`src/rtl/fft_pkg.sv`:
```
// Shared constants and encodings for the FFT output sort buffer.
// Optional build macro: SORT_INDEX_OUT_EN (adds dout_num output).
package fft_pkg;

   localparam int FFT_LOG2 = 4;
   localparam int FFT_N    = 1 << FFT_LOG2;

   typedef enum logic {
      BANK_A = 1'b0,
      BANK_B = 1'b1
   } bank_e;

   typedef enum logic {
      ST_IDLE = 1'b0,
      ST_READ = 1'b1
   } rd_st_e;

   function automatic bank_e other_bank(input bank_e b);
      return (b == BANK_A) ? BANK_B : BANK_A;
   endfunction

endpackage

```
`src/rtl/fft_sort_bank.sv`:
```
// One frame of sample storage: sync write port, async read port.
// Contents are deliberately never reset.
module fft_sort_bank
   import fft_pkg::*;
#(
   parameter int W  = 48,
   parameter int AW = FFT_LOG2
) (
   input  logic          clk,
   input  logic          we,
   input  logic [AW-1:0] waddr,
   input  logic [W-1:0]  wdata,
   input  logic [AW-1:0] raddr,
   output logic [W-1:0]  rdata
);

   logic [W-1:0] mem_q [1<<AW];

   always_ff @(posedge clk) begin
      if (we) begin
         mem_q[waddr] <= wdata;
      end
   end

   assign rdata = mem_q[raddr];

endmodule

```
`src/rtl/fft_sort_buffer.sv`:
```
// Ping-pong reorder buffer: bit-reversed FFT bins in, natural order out.
// Optional build macro: SORT_INDEX_OUT_EN (adds dout_num output).
module fft_sort_buffer
   import fft_pkg::*;
#(
   parameter int WIDTH     = 24,
   parameter int PointLog2 = FFT_LOG2
) (
   input  logic                 clk,
   input  logic                 rst,
   input  logic                 din_valid,
   input  logic [WIDTH-1:0]     din_r,
   input  logic [WIDTH-1:0]     din_i,
   input  logic [PointLog2-1:0] d_num,
   output logic                 dout_valid,
   output logic [WIDTH-1:0]     dout_r,
   output logic [WIDTH-1:0]     dout_i,
   output logic                 frame_done
`ifdef SORT_INDEX_OUT_EN
   ,
   output logic [PointLog2-1:0] dout_num
`endif
);

   localparam logic [PointLog2-1:0] LAST =
      PointLog2'((1 << PointLog2) - 1);

   logic [PointLog2-1:0] wr_cnt_q, wr_cnt_d;
   bank_e                wr_bank_q, wr_bank_d;
   bank_e                rd_bank_q, rd_bank_d;
   rd_st_e               state_q, state_d;
   logic [PointLog2-1:0] rd_addr_q, rd_addr_d;
   logic                 dout_valid_q, dout_valid_d;
   logic                 frame_done_q, frame_done_d;
   logic [WIDTH-1:0]     dout_r_q, dout_r_d;
   logic [WIDTH-1:0]     dout_i_q, dout_i_d;

   logic                 frame_end;
   logic                 we_a, we_b;
   logic [2*WIDTH-1:0]   wdata, rdata_a, rdata_b, rdata;

   assign wdata = {din_r, din_i};
   assign we_a  = din_valid && !rst && (wr_bank_q == BANK_A);
   assign we_b  = din_valid && !rst && (wr_bank_q == BANK_B);
   assign rdata = (rd_bank_q == BANK_A) ? rdata_a : rdata_b;

   fft_sort_bank #(.W(2*WIDTH), .AW(PointLog2)) u_bank_a (
      .clk   (clk),
      .we    (we_a),
      .waddr (d_num),
      .wdata (wdata),
      .raddr (rd_addr_q),
      .rdata (rdata_a)
   );

   fft_sort_bank #(.W(2*WIDTH), .AW(PointLog2)) u_bank_b (
      .clk   (clk),
      .we    (we_b),
      .waddr (d_num),
      .wdata (wdata),
      .raddr (rd_addr_q),
      .rdata (rdata_b)
   );

   // Frames are delimited by beat count, not by which indices arrived.
   assign frame_end = din_valid && (wr_cnt_q == LAST);

   always_comb begin
      wr_cnt_d     = wr_cnt_q;
      wr_bank_d    = wr_bank_q;
      rd_bank_d    = rd_bank_q;
      state_d      = state_q;
      rd_addr_d    = rd_addr_q;
      dout_valid_d = 1'b0;
      frame_done_d = 1'b0;
      dout_r_d     = dout_r_q;
      dout_i_d     = dout_i_q;

      if (din_valid) begin
         wr_cnt_d = wr_cnt_q + 1'b1;
      end
      if (frame_end) begin
         wr_bank_d = other_bank(wr_bank_q);
      end

      if (state_q == ST_READ) begin
         dout_valid_d         = 1'b1;
         {dout_r_d, dout_i_d} = rdata;
         frame_done_d         = (rd_addr_q == LAST);
         rd_addr_d            = rd_addr_q + 1'b1;
         if (rd_addr_q == LAST) begin
            state_d = ST_IDLE;
         end
      end

      // A completing frame restarts the drain with no bubble.
      if (frame_end) begin
         state_d   = ST_READ;
         rd_addr_d = '0;
         rd_bank_d = wr_bank_q;
      end
   end

   always_ff @(posedge clk) begin
      if (rst) begin
         wr_cnt_q     <= '0;
         wr_bank_q    <= BANK_A;
         rd_bank_q    <= BANK_A;
         state_q      <= ST_IDLE;
         rd_addr_q    <= '0;
         dout_valid_q <= 1'b0;
         frame_done_q <= 1'b0;
         dout_r_q     <= '0;
         dout_i_q     <= '0;
      end else begin
         wr_cnt_q     <= wr_cnt_d;
         wr_bank_q    <= wr_bank_d;
         rd_bank_q    <= rd_bank_d;
         state_q      <= state_d;
         rd_addr_q    <= rd_addr_d;
         dout_valid_q <= dout_valid_d;
         frame_done_q <= frame_done_d;
         dout_r_q     <= dout_r_d;
         dout_i_q     <= dout_i_d;
      end
   end

   assign dout_valid = dout_valid_q;
   assign frame_done = frame_done_q;
   assign dout_r     = dout_r_q;
   assign dout_i     = dout_i_q;

`ifdef SORT_INDEX_OUT_EN
   logic [PointLog2-1:0] dout_num_q, dout_num_d;

   always_comb begin
      dout_num_d = dout_num_q;
      if (state_q == ST_READ) begin
         dout_num_d = rd_addr_q;
      end
   end

   always_ff @(posedge clk) begin
      if (rst) begin
         dout_num_q <= '0;
      end else begin
         dout_num_q <= dout_num_d;
      end
   end

   assign dout_num = dout_num_q;
`endif

endmodule
```
`config.mk`:
```
export PLATFORM = sky130hd
export DESIGN_NAME = fft_sort_buffer
export DESIGN_NICKNAME = d
export VERILOG_FILES = /design/src/rtl/fft_pkg.sv /design/src/rtl/fft_sort_bank.sv /design/src/rtl/fft_sort_buffer.sv
export SDC_FILE = /design/constraint.sdc
export NUM_CORES = 1
export LEC_CHECK = 0
export CORE_MARGIN = 2
export CORE_UTILIZATION = 45
export CTS_BUF_LIST = sky130_fd_sc_hd__clkbuf_8
export DETAILED_ROUTE_END_ITERATION = 8
export PLACE_DENSITY_LB_ADDON = 0.2
export SETUP_SLACK_MARGIN = 0.02
export SLEW_MARGIN = 10
export SYNTH_ARGS = -nofsm -noshare
export SYNTH_HDL_FRONTEND = slang
export SYNTH_SLANG_ARGS = --single-unit
```
`constraint.sdc`:
```
create_clock -name clk -period 5.13 [get_ports clk]
set_input_delay 0.7695 -clock clk [delete_from_list [all_inputs] [get_ports clk]]
set_output_delay 0.7695 -clock clk [all_outputs]
set_load 0.03 [all_outputs]
```
==> Word-level counts from Yosys, hierarchy flattened <==
Memory sizes are Yosys's and may differ from the RTL's. A register that Yosys moved wholly into a read port is not among the register bits.
Index checks and enable logic that the tools add are counted.
{ "totals": {"regBits": 61, "ramBits": 1536, "in_bits": 55, "output_inout_bits": 50, "wordCells": 38, "n_memories": 2} }
{ "classes": {"n_addsub": 2, "eq_ne": 2, "muxes": 14, "bitwise": 2, "n_reduce_logical": 7} }
{ "memory_table": {"columns": ["memory", "depth", "width", "read_ports", "rd_clocked_by_memory_dff", "write_ports", "line", "source"], "rows": [
  ["u_bank_a.mem_q", 16, 48, 1, 1, 1, "fft_sort_bank.sv:17", "logic [W-1:0] mem_q [1<<AW];"],
  ["u_bank_b.mem_q", 16, 48, 1, 1, 1, "fft_sort_bank.sv:17", null]
]} }
{ "ops": {"columns": ["op", "n"], "rows": [
  ["48-bit two-way mux", 1],
  ["4-bit two-way mux", 4],
  ["1-bit two-way mux", 9],
  ["4-bit by 1-bit adder with 4-bit output (second input constant)", 2],
  ["4-bit equality test (second input constant)", 2],
  ["1-bit logical AND", 4],
  ["2-bit OR reduction", 2],
  ["1-bit inverter", 2],
  ["1-bit zero test", 1]
]} }

==> Depth between registers and ports, before layout <==
Gate-level depths: netlist of run 1.
{ "depth": {"ltp_word": 5, "ltp_mapped": 9, "mapped_depth_nobuf": 5} }

==> Modules after synthesis <==
Synthesis of run 1 repeated with hierarchy kept, for this count alone.
{ "unflattened": {"hier_cells": 2652, "area_unflattened_um2": 60080.1} }
{ "modules_own_cells": {"columns": ["mod", "instances", "cells_per_inst", "area_each_um2", "seq_area_each_um2"], "rows": [
  ["fft_sort_bank", 2, 1194, 28733.8, 23062.1],
  ["fft_sort_buffer", 1, 264, 2612.5, 1221.2]
]} }

==> Worst setup path after synthesis of run 1 <==
Ideal clock, no wire load.
{ "synth_timing": {"path_type": "in2reg", "from": "in din_valid", "to": "mem u_bank_a.mem_q[10][0] (enable)", "setup_ns": 0.454, "arrival_time_ns": 3.514, "required_ns": 4.676, "slack_ns": 1.162, "cell_stages": 4, "n_path_buf": 1, "cell_sequence": "clkbuf_1 nor2b_1 nand3_1 nor2_1"} }
{ "synth_between": {"elab_chain_len": 4} }
{ "synth_lines": {"columns": ["element", "line", "source"], "rows": [
  ["start: declaration", "fft_sort_buffer.sv:11", "input logic din_valid,"],
  ["1-bit logical AND (2 in series)", "fft_sort_buffer.sv:43", "assign we_a = din_valid && !rst && (wr_bank_q == BANK_A);"],
  ["1-bit two-way mux", "fft_sort_bank.sv:20", "if (we) begin"],
  ["1-bit two-way mux (not written as such)", "fft_sort_bank.sv:21", "mem_q[waddr] <= wdata;"],
  ["end: declaration", "fft_sort_bank.sv:17", null]
]} }
Every way passes these cells.

==> results of run 1 <==
[flip-flops by register name, indices dropped and copies added (netlist names), 4 cells and up, named ones only]
signal / cells
u_bank_b.mem_q: 768
wr_cnt_q: 4
u_bank_a.mem_q: 768
dout_r: 24
dout_i: 24
rd_addr_q: 4
[synthesized netlist by cell type]
cell         n  area (um^2)
and2_1       1         6.26
nand2b_1     5         31.3
a21oi_1    193          966
nand4_1      5         31.3
a211oi_2    48          601
buf_4       18          135
nand3_1      5         25.0
or2_2        2         12.5
ha_1         2         25.0
clkbuf_4     8         60.1
buf_1       10         37.5
buf_2       15         75.1
nor2b_1      5         31.3
buf_8        1         15.0
nor3_1       1         5.00
dfxtp_1     65         1300
xor2_1       5         43.8
buf_6       43          484
and3b_1      1         8.76
edfxtp_1  1536        46100
clkbuf_1   115          432
mux2i_1    771         7720
nand2_1      7         26.3
xnor2_1      2         17.5
a22oi_1    384         2880
buf_12       1         20.0
or4_1       48          360
nor2_1      94          353
[metrics by stage]
stage | hold slack (ns) | cell area (um^2)
after floorplan | 0.463 | 61800
after global placement | 0.499 | 65400
after detailed placement | 0.503 | 65400
after CTS | 0.137 | 70100
after global routing | 0.198 | 70100
final | 0.263 | 70100
[worst reg2reg max path, stage by stage (launching register included)]
cell,delay (ns)
dfxtp_4,0.88
buf_4,0.67
mux2i_1,0.21
a22oi_1,0.23
a21oi_1,0.12
or4_1,0.68
a211oi_2,0.25
[logic make-up (layout without fill, tap and decap cells)]
group | count (synthesis) | after routing
multiplexers | 771 | 771
other | 0 | 2
buffers and inverters | 211 | 678
AO/OA/AOI/OAI | 625 | 625
XOR/XNOR | 7 | 7
adder cells (fa/ha/maj) | 2 | 2
AND/OR/NAND/NOR | 174 | 174
flip-flops | 1601 | 1601
[per-layer routing]
layer / share of wire (%) / GRT usage [%]
met1: 46 / 30.1
met2: 46 / 31.7
met3: 5.9 / 4.32
met4: 1.8 / 5.92
met5: 0.022 / 0
[layout by cell type, fill, tap and decap left out, types with 61 or more instances in the layout]
master              n
inv_1              91
edfxtp_1         1536
dfxtp_1            63
mux2i_1           771
buf_4              91
a21oi_1           193
clkbuf_8          295
clkdlybuf4s50_1    95
a22oi_1           384
nor2_1             61
[worst paths after layout]
path                     end  cells past startpoint        from  slack, ns
setup / recovery   dout_r[4]                      6    register       2.02
hold / removal     rd_bank_q                      2         rst       0.26
setup reg to reg   dout_r[4]                      6    register       2.02
hold reg to reg   dout_r[14]                      2  dout_r[14]       0.52
[power by group through the flow]
stage / clock network [uW] / registers, uW / logic [uW]
floorplan: 0 / 14700 / 64.7
global placement: 0 / 14700 / 353
CTS: 10400 / 14400 / 365
global route: 10900 / 14400 / 388
finish: 10100 / 14400 / 357
detailed placement: 0 / 14700 / 364
[cell type report]
cell class	instances	area, um^2
fillers	11000	66900
flip-flops and latches	1601	47400
multi-input cells	1579	13400
clock buffers	295	4060
repair buffers	223	2250
well taps	1794	2240
clock inverters	160	678
diodes	2	5.00
==> reports/metrics.cfg, run 1 <==
[timing]
max_slew.worst_pin.slew_ns = 1.26
fmax_mhz = 322
min_period_over_period_pct = 60.6
slew_violations = 0
clock_skew_ns = 0.0338
rsz0062_at_grt = no
fin_crit_ns = 3.11
hold_violations = 0
finalWorstSetupSlack_ns = 2.02
setup_violations = 0
relSlewSlack_pct = 15.4
tns_ns = 0

[worst_setup_path]
arrival_ns = 3.96
path_max_fanout = 36
max_stage_delay_ns = 0.88
crit_type = register to register
crit_path_end_kind = register
critPathSlowestCell = dfxtp_4
required_ns = 5.98
crit_chain = buf_4 -> mux2i_1 -> a22oi_1 -> a21oi_1 -> or4_1 -> a211oi_2
crit_buf_inv = 1
start_kind = register
path_delay_family = flip-flops

[layout]
drive_gt1_share_pct = 14.0
syn_to_final_growth_pct = 13.4
nNetsFinal = 3738
finish.utilization_pct = 51.2
stdcell_count = 5654

[synth]
synth_compound_area_share_pct = 7.20
syn_inst = 3391
syn_area_um2 = 61800
yosysSeqAreaShare_pct = 76.7
synth.area.mux_share_pct = 12.5
synth_area_per_cell_um2 = 18.2
synth-simple-area-share_pct = 1.44
synth-seq-cells = 1601
synth_nets = 3448
synth.distinct_cells = 28
synth_xor_area_share_pct = 0.0992
synthAdderAreaFrac_pct = 0.0405
ys_warn_count = 0
synth_top_family_by_area = multiplexers

[clocking]
cts_tree = yes
cts_resized = 0
clk_pin_slew_worst_paths_ns = 0.06
cts_made_buffers = 276
cts_hold_buffers = 0
cts_setup_buffers = 0
clkLatencyLatePin_ns = 0.95
clockBufferDepth = 4
root_buffer = clkbuf_8
htreeDepth = 5
numClockSinks = 1601

[grt]
grt_overflow_total = 0
grt_util_all_layers_pct = 20.7
grt_max_degree = 86
antenna_found_initial = 10
grt_pass1_wl_mm = 215
first_global_vias = 32400

[detailed_routing]
routedWlPerCell_um = 25.9
vias_per_cell = 5.66
first_pass_iters = 5
vias = 32000
drc = 0
route.antenna.remaining_nets = 0
drtIter0Drc = 2955
wl_mm = 147

[pwr]
internal_power_uw = 19800
power_density_nw_per_um2 = 355
power.switching_uw = 5100
ir_worst_vdd_uv = 188
clock_power_share_pct = 40.6
leakage_uw = 0.0208
seqPwrFrac_pct = 58.0
switching_share_pct = 20.5
pwr-share-comb_pct = 1.4
total_power_uw = 24900

[placement]
pre_cts_ws_ns = 1.58
io_buffers = 104
hpwl_mm = 80.6
dp.cells = 5197
finalWeightedCongestion = 0.749

[die]
rows = 136
die_h_um = 375
io_pins = 105
start_util_pct = 45.1
dieArea_um2 = 140000
coreArea_um2 = 137000
die_w_um = 375

[worst_hold_path]
holdCritPathClass = input port to register

[flow_run]
maxCapViolations = 0

[outcome]
status = finished, final reports clean

(Power assumes the default switching activity.)
==> run 2, diff against run 1 <==
clock period = 2.65 ns   (was 5.13 ns; I/O delays follow)
==> reports/metrics.cfg, run 2 (same netlist as run 1, synthesis figures left out) <==
[outcome]
status = finished, final reports clean

[clocking]
htreeDepth = 5  ; unchanged
clkLatencyLatePin_ns = 0.97  ; +0.02 ns
clk_pin_slew_worst_paths_ns = 0.06  ; about the same
cts_setup_buffers = 0  ; unchanged
cts_tree = yes
clockBufferDepth = 4  ; unchanged
root_buffer = clkbuf_8
cts_made_buffers = 279  ; +1.1%
numClockSinks = 1601  ; unchanged

[detailed_routing]
route.antenna.remaining_nets = 0  ; unchanged
vias_per_cell = 5.71  ; +0.90%
vias = 33300  ; +4.2%
drtIter0Drc = 2980  ; +0.85%
wl_mm = 162  ; +10%
drc = 0  ; unchanged
first_pass_iters = 6  ; +1
routedWlPerCell_um = 27.7  ; +6.7%

[worst_setup_path]
start_kind = register
arrival_ns = 3.41  ; -0.55 ns
max_stage_delay_ns = 0.55  ; -0.33 ns
path_common_cell = buf_12
path_delay_family = compound AO/OA/AOI/OAI gates
required_ns = 3.52  ; -2.46 ns
crit_type = register to register
path_max_fanout = 17  ; -53%
crit_path_end_kind = register
crit_chain = buf_12 -> buf_12 -> buf_12 -> mux2i_1 -> a22oi_1 -> a21oi_1 -> or4_1 -> a211oi_2
critPathSlowestCell = or4_1
crit_buf_inv = 3  ; +2

[timing]
hold_violations = 0  ; unchanged
setup_violations = 0  ; unchanged
relSlewSlack_pct = 60.7  ; +45 points
finalWorstSetupSlack_ns = 0.109  ; -1.91 ns
fmax_mhz = 394  ; +22%
max_slew.worst_pin.slew_ns = 0.590  ; -0.674 ns
clock_skew_ns = 0.0398  ; +0.00603 ns
hold_slack_ns = 0.255  ; -0.00822 ns
slew_violations = 0  ; unchanged
fin_crit_ns = 2.54  ; -0.569 ns
rsz0062_at_grt = no
min_period_over_period_pct = 95.9  ; +35 points

[pwr]
seqPwrFrac_pct = 57.2  ; -0.8 points
pwr-share-comb_pct = 1.6  ; +0.2 points
clock_power_share_pct = 41.3  ; +0.7 points
total_power_uw = 48800  ; +96%
leakage_uw = 0.0220  ; +5.9%
internal_power_uw = 38600  ; +95%
power.switching_uw = 10200  ; +99%
ir_worst_vdd_uv = 465  ; +150%
switching_share_pct = 20.8  ; +0.31 points
power_density_nw_per_um2 = 671  ; +89%

[layout]
top_regs = u_bank_a.mem_q: 768 flops, u_bank_b.mem_q: 768 flops
most-common-layout-cells = edfxtp_1 (1,536), mux2i_1 (771), a22oi_1 (384), clkbuf_8 (295), a21oi_1 (193)
fillers = 10900  ; -0.91%
syn_to_final_growth_pct = 17.7
drive_gt1_share_pct = 17.3  ; +3.2 points
ff_latch_area_um2 = 47400  ; unchanged
layout_commonest_cell = edfxtp_1
stdcell_count = 5836  ; +3.2%
nNetsFinal = 3908  ; +4.5%
multi_input_area_um2 = 13400  ; unchanged

[worst_hold_path]
holdCritPathClass = input port to register

[grt]
first_global_vias = 33700  ; +3.9%
antenna_found_initial = 6  ; -4
grt_overflow_total = 0  ; unchanged
grt_util_all_layers_pct = 22.8  ; +2.1 points
grt_pass1_wl_mm = 233  ; +8.8%
grt_max_degree = 53  ; -38%

[flow_run]
maxCapViolations = 0  ; unchanged

[die]
start_util_pct = 45.1  ; unchanged
die_w_um = 375  ; unchanged
dieArea_um2 = 140000  ; unchanged
coreArea_um2 = 137000  ; unchanged
io_pins = 105  ; unchanged
rows = 136  ; unchanged
die_h_um = 375  ; unchanged

[placement]
hpwl_mm = 90.1  ; +12%
io_buffers = 104  ; unchanged
finalWeightedCongestion = 0.763  ; +1.8%
dp.cells = 5363  ; +3.2%
pre_cts_ws_ns = 0.0850  ; -1.49 ns

run 2: cell types whose count changed in the layout (fill, tap and decap cells not counted), sizes merged:
cell,before,now
clkbuf,296,295
clkinv,62,72
dlygate4sd3,0,1
buf,127,286
bufinv,1,4
inv,93,95
dlygate4sd2,0,1
clkdlybuf4s50,95,102
run 2: what timing repair did:
action                                  4_1_cts  5_1_grt
hold endpoints to repair                     12        0
resized for setup                             1        0
hold buffers                                  1        0
endpoints found under the setup margin        1        0
run 2: worst reg2reg max path: stages (launching register included):
cell and delay, ns:
dfxtp_4 0.45, buf_12 0.21, buf_12 0.22, buf_12 0.20, mux2i_1 0.10, a22oi_1 0.36
a21oi_1 0.14, or4_1 0.55, a211oi_2 0.23
run 2: path summary, 6_finish.rpt:
| kind | start | to | slack (ns) | depth (start not counted) |
|---|---|---|---|---|
| min | din_i[20] | u_bank_b.mem_q[13][20] | 0.25 | 2 |
| max reg2reg | register | dout_i[6] | 0.11 | 8 |
| max | register | dout_i[6] | 0.11 | 8 |
| min reg2reg | dout_i[17] | dout_i[17] | 0.51 | 2 |
run 2: stage by stage:
| step | setup TNS [ns] | instance area, um^2 | utilization, % |
|---|---|---|---|
| 3_5_place_dp | 0 | 67900 | 49.6 |
| 2_1_floorplan | -667.27 | 61900 | - |
| 4_1_cts | 0 | 72800 | 53.1 |
| 3_3_place_gp | 0 | 67900 | 49.6 |
| 5_1_grt | 0 | 72800 | 53.1 |
| 6_report | 0 | 72800 | 53.1 |
run 2: final cells by class:
type                    instances  area share, %
clock buffers                 295           5.58
repair buffers                390           6.56
flip-flops and latches       1601           65.2
diodes                          2        0.00688
clock inverters               175           1.10
well taps                    1794           3.09
multi-input cells            1579           18.5
run 2: power groups by stage:
stage | Combinational (uW) | Sequential (uW) | Clock [uW]
global placement | 741 | 28400 | 0
CTS | 766 | 27900 | 20600
finish | 760 | 27900 | 20100
floorplan | 133 | 28400 | 0
global route | 817 | 27900 | 21700
detailed placement | 764 | 28400 | 0
run 2: metal layers:
metal / wire, um / part of all wire, % / GRT usage, % / vias up
li1: - / - / - / 14700
met1: 71300 / 44 / 32.1 / 17300
met2: 77300 / 48 / 36.7 / 1143
met3: 9960 / 6.2 / 4.25 / 227
met4: 2940 / 1.8 / 6.12 / 8
met5: 54 / 0.033 / 0 / -
